### src/rtl/sbqm_beam_encoder.sv
// sbqm_beam_encoder: debounces two entrance photo-beams and decodes passages into enter/leave/err pulses
module sbqm_beam_encoder #(
   parameter int DEB_CYCLES = 4,
   parameter int TIMEOUT = 1024
) (
   input  logic clk,
   input  logic rst,
   input  logic beam_a,
   input  logic beam_b,
   output logic enter,
   output logic leave,
   output logic err,
   output logic busy,
   output logic a_clean,
   output logic b_clean
);
   localparam int DW = $clog2(DEB_CYCLES + 1);
   localparam int TW = $clog2(TIMEOUT + 1);
   typedef enum logic [2:0] {IDLE, A1, AB, B2, B1, BA, A2, WAIT_CLR} state_t;
   logic [1:0] sync_a, sync_b;
   logic [DW-1:0] cnt_a, cnt_b;
   logic [TW-1:0] dwell;
   logic [1:0] ab;
   logic enter_n, leave_n, err_n, timed_out;
   state_t state, state_n;
   assign ab = {a_clean, b_clean};
   // two-flop synchronizers followed by per-beam debounce counters; clean toggles on the DEB_CYCLES-th consecutive mismatching sample
   always_ff @(posedge clk) begin
      if (rst) begin
         sync_a <= '0;
         sync_b <= '0;
         cnt_a <= '0;
         cnt_b <= '0;
         a_clean <= 1'b0;
         b_clean <= 1'b0;
      end else begin
         sync_a <= {sync_a[0], beam_a};
         sync_b <= {sync_b[0], beam_b};
         cnt_a <= (sync_a[1] == a_clean || cnt_a == DW'(DEB_CYCLES - 1)) ? '0 : cnt_a + 1'b1;
         cnt_b <= (sync_b[1] == b_clean || cnt_b == DW'(DEB_CYCLES - 1)) ? '0 : cnt_b + 1'b1;
         a_clean <= (sync_a[1] != a_clean && cnt_a == DW'(DEB_CYCLES - 1)) ? ~a_clean : a_clean;
         b_clean <= (sync_b[1] != b_clean && cnt_b == DW'(DEB_CYCLES - 1)) ? ~b_clean : b_clean;
      end
   end
   // passage decoder: next state and pulse requests, timeout overriding any beam change
   always_comb begin
      state_n = state;
      enter_n = 1'b0;
      leave_n = 1'b0;
      err_n = 1'b0;
      timed_out = state != IDLE && state != WAIT_CLR && dwell == TW'(TIMEOUT - 1);
      if (timed_out) begin
         state_n = WAIT_CLR;
         err_n = 1'b1;
      end else begin
         case (state)
            IDLE: begin
               state_n = ab == 2'b10 ? A1 : ab == 2'b01 ? B1 : ab == 2'b11 ? WAIT_CLR : IDLE;
               err_n = ab == 2'b11;
            end
            A1: state_n = ab == 2'b00 ? IDLE : ab == 2'b11 ? AB : A1;
            AB: begin
               state_n = ab == 2'b10 ? A1 : ab == 2'b01 ? B2 : ab == 2'b00 ? IDLE : AB;
               err_n = ab == 2'b00;
            end
            B2: begin
               state_n = ab == 2'b01 ? B2 : ab == 2'b11 ? AB : IDLE;
               enter_n = ab == 2'b00;
               err_n = ab == 2'b10;
            end
            B1: state_n = ab == 2'b00 ? IDLE : ab == 2'b11 ? BA : B1;
            BA: begin
               state_n = ab == 2'b01 ? B1 : ab == 2'b10 ? A2 : ab == 2'b00 ? IDLE : BA;
               err_n = ab == 2'b00;
            end
            A2: begin
               state_n = ab == 2'b10 ? A2 : ab == 2'b11 ? BA : IDLE;
               leave_n = ab == 2'b00;
               err_n = ab == 2'b01;
            end
            WAIT_CLR: state_n = ab == 2'b00 ? IDLE : WAIT_CLR;
            default: state_n = IDLE;
         endcase
      end
   end
   // state, dwell timer and registered single-cycle outputs
   always_ff @(posedge clk) begin
      if (rst) begin
         state <= IDLE;
         dwell <= '0;
         enter <= 1'b0;
         leave <= 1'b0;
         err <= 1'b0;
         busy <= 1'b0;
      end else begin
         state <= state_n;
         dwell <= (state_n != state || state == IDLE || state == WAIT_CLR) ? '0 : dwell + 1'b1;
         enter <= enter_n;
         leave <= leave_n;
         err <= err_n;
         busy <= state_n != IDLE;
      end
   end
endmodule

### config.mk
export PLATFORM = sky130hd
export DESIGN_NAME = sbqm_beam_encoder
export DESIGN_NICKNAME = d
export VERILOG_FILES = /design/src/rtl/sbqm_beam_encoder.sv
export SDC_FILE = /design/constraint.sdc
export NUM_CORES = 1
export LEC_CHECK = 0
export CORE_UTILIZATION = 40
export CTS_CLUSTER_DIAMETER = 150
export CTS_CLUSTER_SIZE = 30
export DETAILED_ROUTE_END_ITERATION = 10
export DONT_BUFFER_PORTS = 1
export HOLD_SLACK_MARGIN = 0.12
export PLACE_DENSITY = 0.61
export SYNTH_ARGS = -nofsm -noshare
export SYNTH_HDL_FRONTEND = slang
export SYNTH_SLANG_ARGS = --single-unit
### constraint.sdc
create_clock -name clk -period 4.56 [get_ports clk]
set_clock_uncertainty 0.05 [all_clocks]
set_input_delay 0.912 -clock clk [delete_from_list [all_inputs] [get_ports clk]]
set_output_delay 0.912 -clock clk [all_outputs]
set_load 0.01 [all_outputs]
==> implementation parameters, run 1 <==
Parameter                              Value

Run status
  Status    complete, no violations

Clocking
  Resized cells post-CTS    0
  Post-CTS setup buffers    0
  CTS buffer count    5
  Clock slew seen by the registers of the worst setup and hold paths    60 ps
  Count of clock tree sinks    30
  Number of hold buffers added after CTS    0
  CTS H-Tree Depth    2
  Worst-Skew Late Latency    280 ps
  CTS tree    yes
  CTS Root Cell    sky130_fd_sc_hd__clkbuf_8
  Number of buffers on the longest clock path    2

Power
  Fraction of power consumed by sequential logic    0.440
  Proportion of power drawn by combinational gates    0.006
  Sw Pwr    0.103 mW
  Max VDD drop    0.225 mV
  Power, Total    0.602 mW
  Sw frac    0.171
  Static leakage    0.599 nW
  Internal power    0.499 mW
  P per Cell Area    348 nW/um^2
  Share of power burned in the clock network    0.554

Placed design
  Area after detailed placement    1590 sq um
  Port Buffer Count    0
  Gp weighted congestion    0.802
  Setup WS pre-CTS    1660 ps
  Detail Placement HPWL    1.93 mm

Setup path
  Critical register-to-register path startpoint    a_clean$_SDFFE_PP0P_
  Slack of the worst reg-to-reg path    1680 ps
  Crit path kind    reg -> reg
  Worst reg2reg path depth    7
  RR Endpoint    dwell[9]$_SDFF_PP0_
  Crit path DAT    2930 ps
  Startpoint Class    flop
  Required time reported for the critical path endpoint    4610 ps
  Critical path peak fanout    11
  CP endpoint kind    flop

Global routing
  Wire length of the first global-routing pass    4.82 mm
  Initial antenna violation count    0
  Pin count of the biggest net entering global routing    26
  Remaining global-route overflow    0
  Via count of the first global-routing pass    1116
  GRT Overall Usage    0.150

Die
  Boundary pin count    10
  Placeable core area    3720 sq um
  Width of the die    64.9 um
  Die area    4210 sq um
  Vert. Die Dim    64.9 um
  Starting density of the core    0.426
  Number of cell rows    22

STA
  Fin. Hold Viols    0
  Post-Route Setup TNS    0 ps
  Max Clock Freq    347 MHz
  Setup WS post-layout    1680 ps
  Worst Max-Slew Pin Slew    1210 ps
  Setup repair after global routing missed its margin    false
  Final period util    0.632
  Pins Over Slew Limit    0
  Slew margin rel.    0.185
  Clock period minus worst slack    2880 ps
  Setup-violating endpoint count in the final report    0

Drt
  Total detailed-routing wirelength    2.80 mm
  Wire length on met3    101 um
  Drt initial violations    51
  M1 wire length    1.23 mm
  Count of unresolved DRC violations after routing    0
  Uppermost layer routed    met4
  Detail-routed net length per standard cell    13.3 um
  Via count    1139
  Met2 WL post-DR    1.43 mm
  Number of nets still failing antenna checks after routing    0
  Detailed-router iteration count before antenna repair    4
  Average vias per placed instance    5.42

Final layout
  Register Area    601 sq um
  Final Net Count    177
  Ratio of cells with drive above 1 in the final layout    0.136
  Total area of multi-input combinational cells    900 sq um
  Antenna diode count    0
  Final standard cell area without fillers    1730 sq um
  Area Growth Syn to Fin    9.25%
  Fill count    351

Synthesis
  Ys flop type    sky130_fd_sc_hd__dfxtp_1
  Number of distinct library cells after synthesis    47
  EDFF count, synth    0
  Register bit total from synthesis    30
  Netlist area before placement    1580 sq um
  Share of the synthesized area in the top cell type    0.379
  Gate count after technology mapping    163
  Leading area contributor after synthesis    sky130_fd_sc_hd__dfxtp_1
  Sequential area share after synthesis    0.379
  Per-instance average area after synthesis    9.71 sq um
  Async set-reset flop share out of synthesis    0
  Most area-consuming cells after synthesis    sky130_fd_sc_hd__dfxtp_1 38%, sky130_fd_sc_hd__ha_1 9.5%, sky130_fd_sc_hd__nor4_2 6.3%
  Net count after synthesis    179
  Synth warnings    0

Job
  Count of max-cap constraint violations    0

Worst hold path
  Type of the most critical hold path    reg -> reg
  Min-Delay Startpoint    cnt_b[0]$_SDFF_PP0_
  Endpoint, Worst Hold    cnt_b[0]$_SDFF_PP0_
  Worst hold path stage count    1
cells in the final DEF (no fill, tap or decap), drive strengths merged, types with 2 or more instances in the layout:
master,count
xor2,6
and3,2
ha,12
a211oi,2
or3,3
nor2,14
dfxtp,30
mux2,2
mux2i,3
nor4b,2
o31a,2
inv,7
a31oi,2
and2,2
a21oi,5
nor4,8
o21ai,6
bufinv,2
xnor2,4
nand2,10
nand4,3
nand2b,3
nand3,4
clkbuf,6
nor3,3
nor2b,5
nor3b,2
final cells by class:
class | instances | share of cell area
clock buffer | 6 | 0.0478
tap | 48 | 0.0347
multi-input combinational | 117 | 0.520
sequential | 30 | 0.347
clock inverter | 2 | 0.0347
inverter | 7 | 0.0152
worst max path at each step:
stage                         startpoint  slack, ps             endpoint  cells past startpoint
floorplan           a_clean$_SDFFE_PP0P_       2410  dwell[1]$_SDFF_PP0_                      8
CTS                 a_clean$_SDFFE_PP0P_       1650  dwell[9]$_SDFF_PP0_                      7
detailed placement  a_clean$_SDFFE_PP0P_       1660  dwell[9]$_SDFF_PP0_                      7
finish              a_clean$_SDFFE_PP0P_       1680  dwell[9]$_SDFF_PP0_                      7
global placement    a_clean$_SDFFE_PP0P_       1770  dwell[9]$_SDFF_PP0_                      7
global route        a_clean$_SDFFE_PP0P_       1440  dwell[6]$_SDFF_PP0_                      8
registers in the layout (all words and copies together), names as in the netlist:
register  cells
dwell        11
cnt_a         3
cnt_b         3
state         3
sync_a        2
sync_b        2
a_clean       1
b_clean       1
busy          1
enter         1
err           1
leave         1
synthesized netlist by cell type (all sizes together), types with 3 or more instances:
cell type and number:
or3 3, inv 7, a21oi 5, nor3 3, nor4 8, nand2b 3, dfxtp 30, nand2 10
xnor2 4, mux2i 3, o21ai 6, nor2b 5, nor2 14, nand4 3, xor2 6, buf 7
ha 12, nand3 4
routing by layer:
metal,GRT usage,vias up
met1,0.166,541
met4,0.0667,0
met5,0,-
met3,0.0475,5
li1,-,572
met2,0.260,21
kinds of logic after synthesis:
kind of cell / count (synthesis) / synth area share
AND/OR/NAND/NOR: 65 / 0.276
flip-flops: 30 / 0.379
AO/OA/AOI/OAI: 25 / 0.109
buffers and inverters: 16 / 0.0522
adder cells (fa/ha/maj): 12 / 0.0949
XOR/XNOR: 10 / 0.0553
multiplexers: 5 / 0.0332
critical path: stages (launching register included):
cell                        delay (ps)
sky130_fd_sc_hd__dfxtp_1           530
sky130_fd_sc_hd__inv_1             150
sky130_fd_sc_hd__ha_1              330
sky130_fd_sc_hd__mux2_1            280
sky130_fd_sc_hd__a31oi_1           210
sky130_fd_sc_hd__a21oi_1            90
sky130_fd_sc_hd__o21ai_1           940
sky130_fd_sc_hd__a2111oi_1         110
metrics by stage:
step                      cells   util  hold WS (ps)
after floorplan             163      -           349
after global placement      202  0.427           358
after detailed placement    202  0.427           366
after CTS                   210  0.465           380
after global routing        210  0.465           395
final                       210  0.465           375
power groups by stage:
stage	Clock [mW]	Sequential, mW	Combinational (mW)
final	0.334	0.265	0.00369
after global routing	0.357	0.265	0.00437
after CTS	0.342	0.265	0.00380
after detailed placement	0	0.271	0.00380
after global placement	0	0.271	0.00353
after floorplan	0	0.271	0.00621
(Power assumes the default switching activity.)
==> inputs of run 2 (changes only) <==
Clock period 4.56 ns to 2.92 ns, I/O delays scaled along.
==> implementation parameters, run 2 (synthesis gave the netlist of run 1 again) <==
Parameter                              Value

Global routing
  Wire length of the first global-routing pass    4.61 mm
  Pin count of the biggest net entering global routing    26
  Remaining global-route overflow    0
  GRT Overall Usage    0.146
  Routing usage on met1    0.153
  GRT Max-Usage Layer    met2
  Via count of the first global-routing pass    1105
  Global-route track usage on met2    0.259
  Met3 Use GR    0.0634
  Initial antenna violation count    0

Setup path
  Startpoint Class    flop
  Crit-path leading delay family    compound AO/OA/AOI/OAI gates
  Cells along the critical path    and2_1 > o32ai_1 > a31oi_1 > a21oi_1 > o21ai_2 > a2111oi_1
  Critical path peak fanout    17
  Cell count along the critical path    6
  Slowest stage cell on the critical path    sky130_fd_sc_hd__dfxtp_1
  CP endpoint kind    flop
  Worst reg2reg path depth    6
  Slack of the worst reg-to-reg path    580 ps
  Required time reported for the critical path endpoint    2990 ps
  Max stage delay on crit path    640 ps
  Crit path DAT    2410 ps
  Crit path kind    reg -> reg
  Worst path bufs/invs    0

Clocking
  Post-CTS setup buffers    0
  CTS Root Cell    sky130_fd_sc_hd__clkbuf_8
  CTS tree    yes
  CTS H-Tree Depth    2
  Clock slew seen by the registers of the worst setup and hold paths    70 ps
  Count of clock tree sinks    30
  Worst-Skew Late Latency    280 ps
  Number of buffers on the longest clock path    2
  CTS buffer count    5

STA
  Pins Over Slew Limit    0
  Worst Max-Slew Pin Slew    704 ps
  Final period util    0.800
  Minimum hold slack    326 ps
  Max Clock Freq    428 MHz
  Setup repair after global routing missed its margin    false
  Slew margin rel.    0.530
  Post-Route Setup TNS    0 ps
  Fin. Hold Viols    0
  Setup-violating endpoint count in the final report    0
  Clock period minus worst slack    2340 ps

Final layout
  Most frequent standard cell in the layout excluding fill and tap cells    sky130_fd_sc_hd__dfxtp_1
  Area Growth Syn to Fin    8.14%
  Fill count    360
  Final standard cell area without fillers    1710 sq um
  Total area of multi-input combinational cells    903 sq um
  Ratio of cells with drive above 1 in the final layout    0.157
  Antenna diode count    0
  Register bank with the most flops    dwell
  Final non-filler cell total    214
  Commonest cells after routing, fill and taps aside    30 x sky130_fd_sc_hd__dfxtp_1, 14 x sky130_fd_sc_hd__nor2_1, 12 x sky130_fd_sc_hd__ha_1
  Register Area    601 sq um
  Flip-flop count of the largest register after layout    11
  Final Net Count    181

Power
  P per Cell Area    439 nW/um^2
  Static leakage    0.598 nW
  Power, Total    0.752 mW
  Max VDD drop    0.276 mV

Placed design
  Detail Placement HPWL    1.87 mm
  Port Buffer Count    0
  Area after detailed placement    1620 sq um
  Gp weighted congestion    0.804
  Dpl cells    206

Die
  Placeable core area    3720 sq um
  Width of the die    64.9 um
  Vert. Die Dim    64.9 um
  Die area    4210 sq um
  Number of cell rows    22
  Starting density of the core    0.426
  Boundary pin count    10

Drt
  Detailed-router iteration count before antenna repair    4
  Total detailed-routing wirelength    2.62 mm
  Average vias per placed instance    5.28
  Drt initial violations    36
  Detail-routed net length per standard cell    12.2 um
  Via count    1129
  Number of nets still failing antenna checks after routing    0
  Count of unresolved DRC violations after routing    0

Worst hold path
  Type of the most critical hold path    in -> reg
  Worst hold path stage count    1

Job
  Count of max-cap constraint violations    0

Run status
  Status    complete, no violations
==> run 2: changes by cell type in the layout (fill, tap and decap cells not counted), sizes merged <==
cell,previous run,this run
bufinv,2,0
buf,0,4
clkbuf,6,7
clkinv,0,1
==> run 2: final timing paths <==
check	end	startpoint
worst max-delay path	dwell[9]$_SDFF_PP0_	state[1]$_SDFF_PP0_
worst min-delay path	b_clean$_SDFFE_PP0P_	rst
worst min register to register	cnt_a[0]$_SDFF_PP0_	cnt_a[0]$_SDFF_PP0_
worst max register to register	dwell[9]$_SDFF_PP0_	state[1]$_SDFF_PP0_
==> run 2: cell type report <==
cell class,instances,area share
multi-input cells,117,0.528
flip-flops and latches,30,0.351
clock buffers,7,0.0504
well taps,48,0.0351
repair buffers,4,0.0175
inverters,7,0.0154
clock inverters,1,0.00292
==> run 2: routing by layer <==
metal	share of wire	vias to the layer above
met2	0.50	18
met5	0	-
met4	0.0069	0
met1	0.45	533
li1	-	576
met3	0.039	2
==> run 2: what timing repair did <==
item                                    CTS  global route
endpoints found under the setup margin    0             5
resized for setup                         0             1
hold buffers                              0             0
==> run 2: worst reg2reg max path: cells and delay by family, from the launching register on <==
kind,cells,cell delay [ps]
and+or+nand+nor,1,300
DFF,1,640
AOI/OAI and AO/OA,5,1200
==> run 2: stage by stage <==
| step | setup WS [ps] | utilization |
|---|---|---|
| after global routing | 313 | 0.461 |
| after floorplan | 768 | - |
| final | 584 | 0.461 |
| after CTS | 230 | 0.460 |
| after global placement | 275 | 0.435 |
| after detailed placement | 247 | 0.435 |
==> run 2: power breakdown <==
group	total, mW	internal [mW]	switching (mW)
combinational	0.00556	0.00351	0.00205
sequential	0.414	0.413	0.00143
clock	0.332	0.190	0.143
total	0.752	0.606	0.146
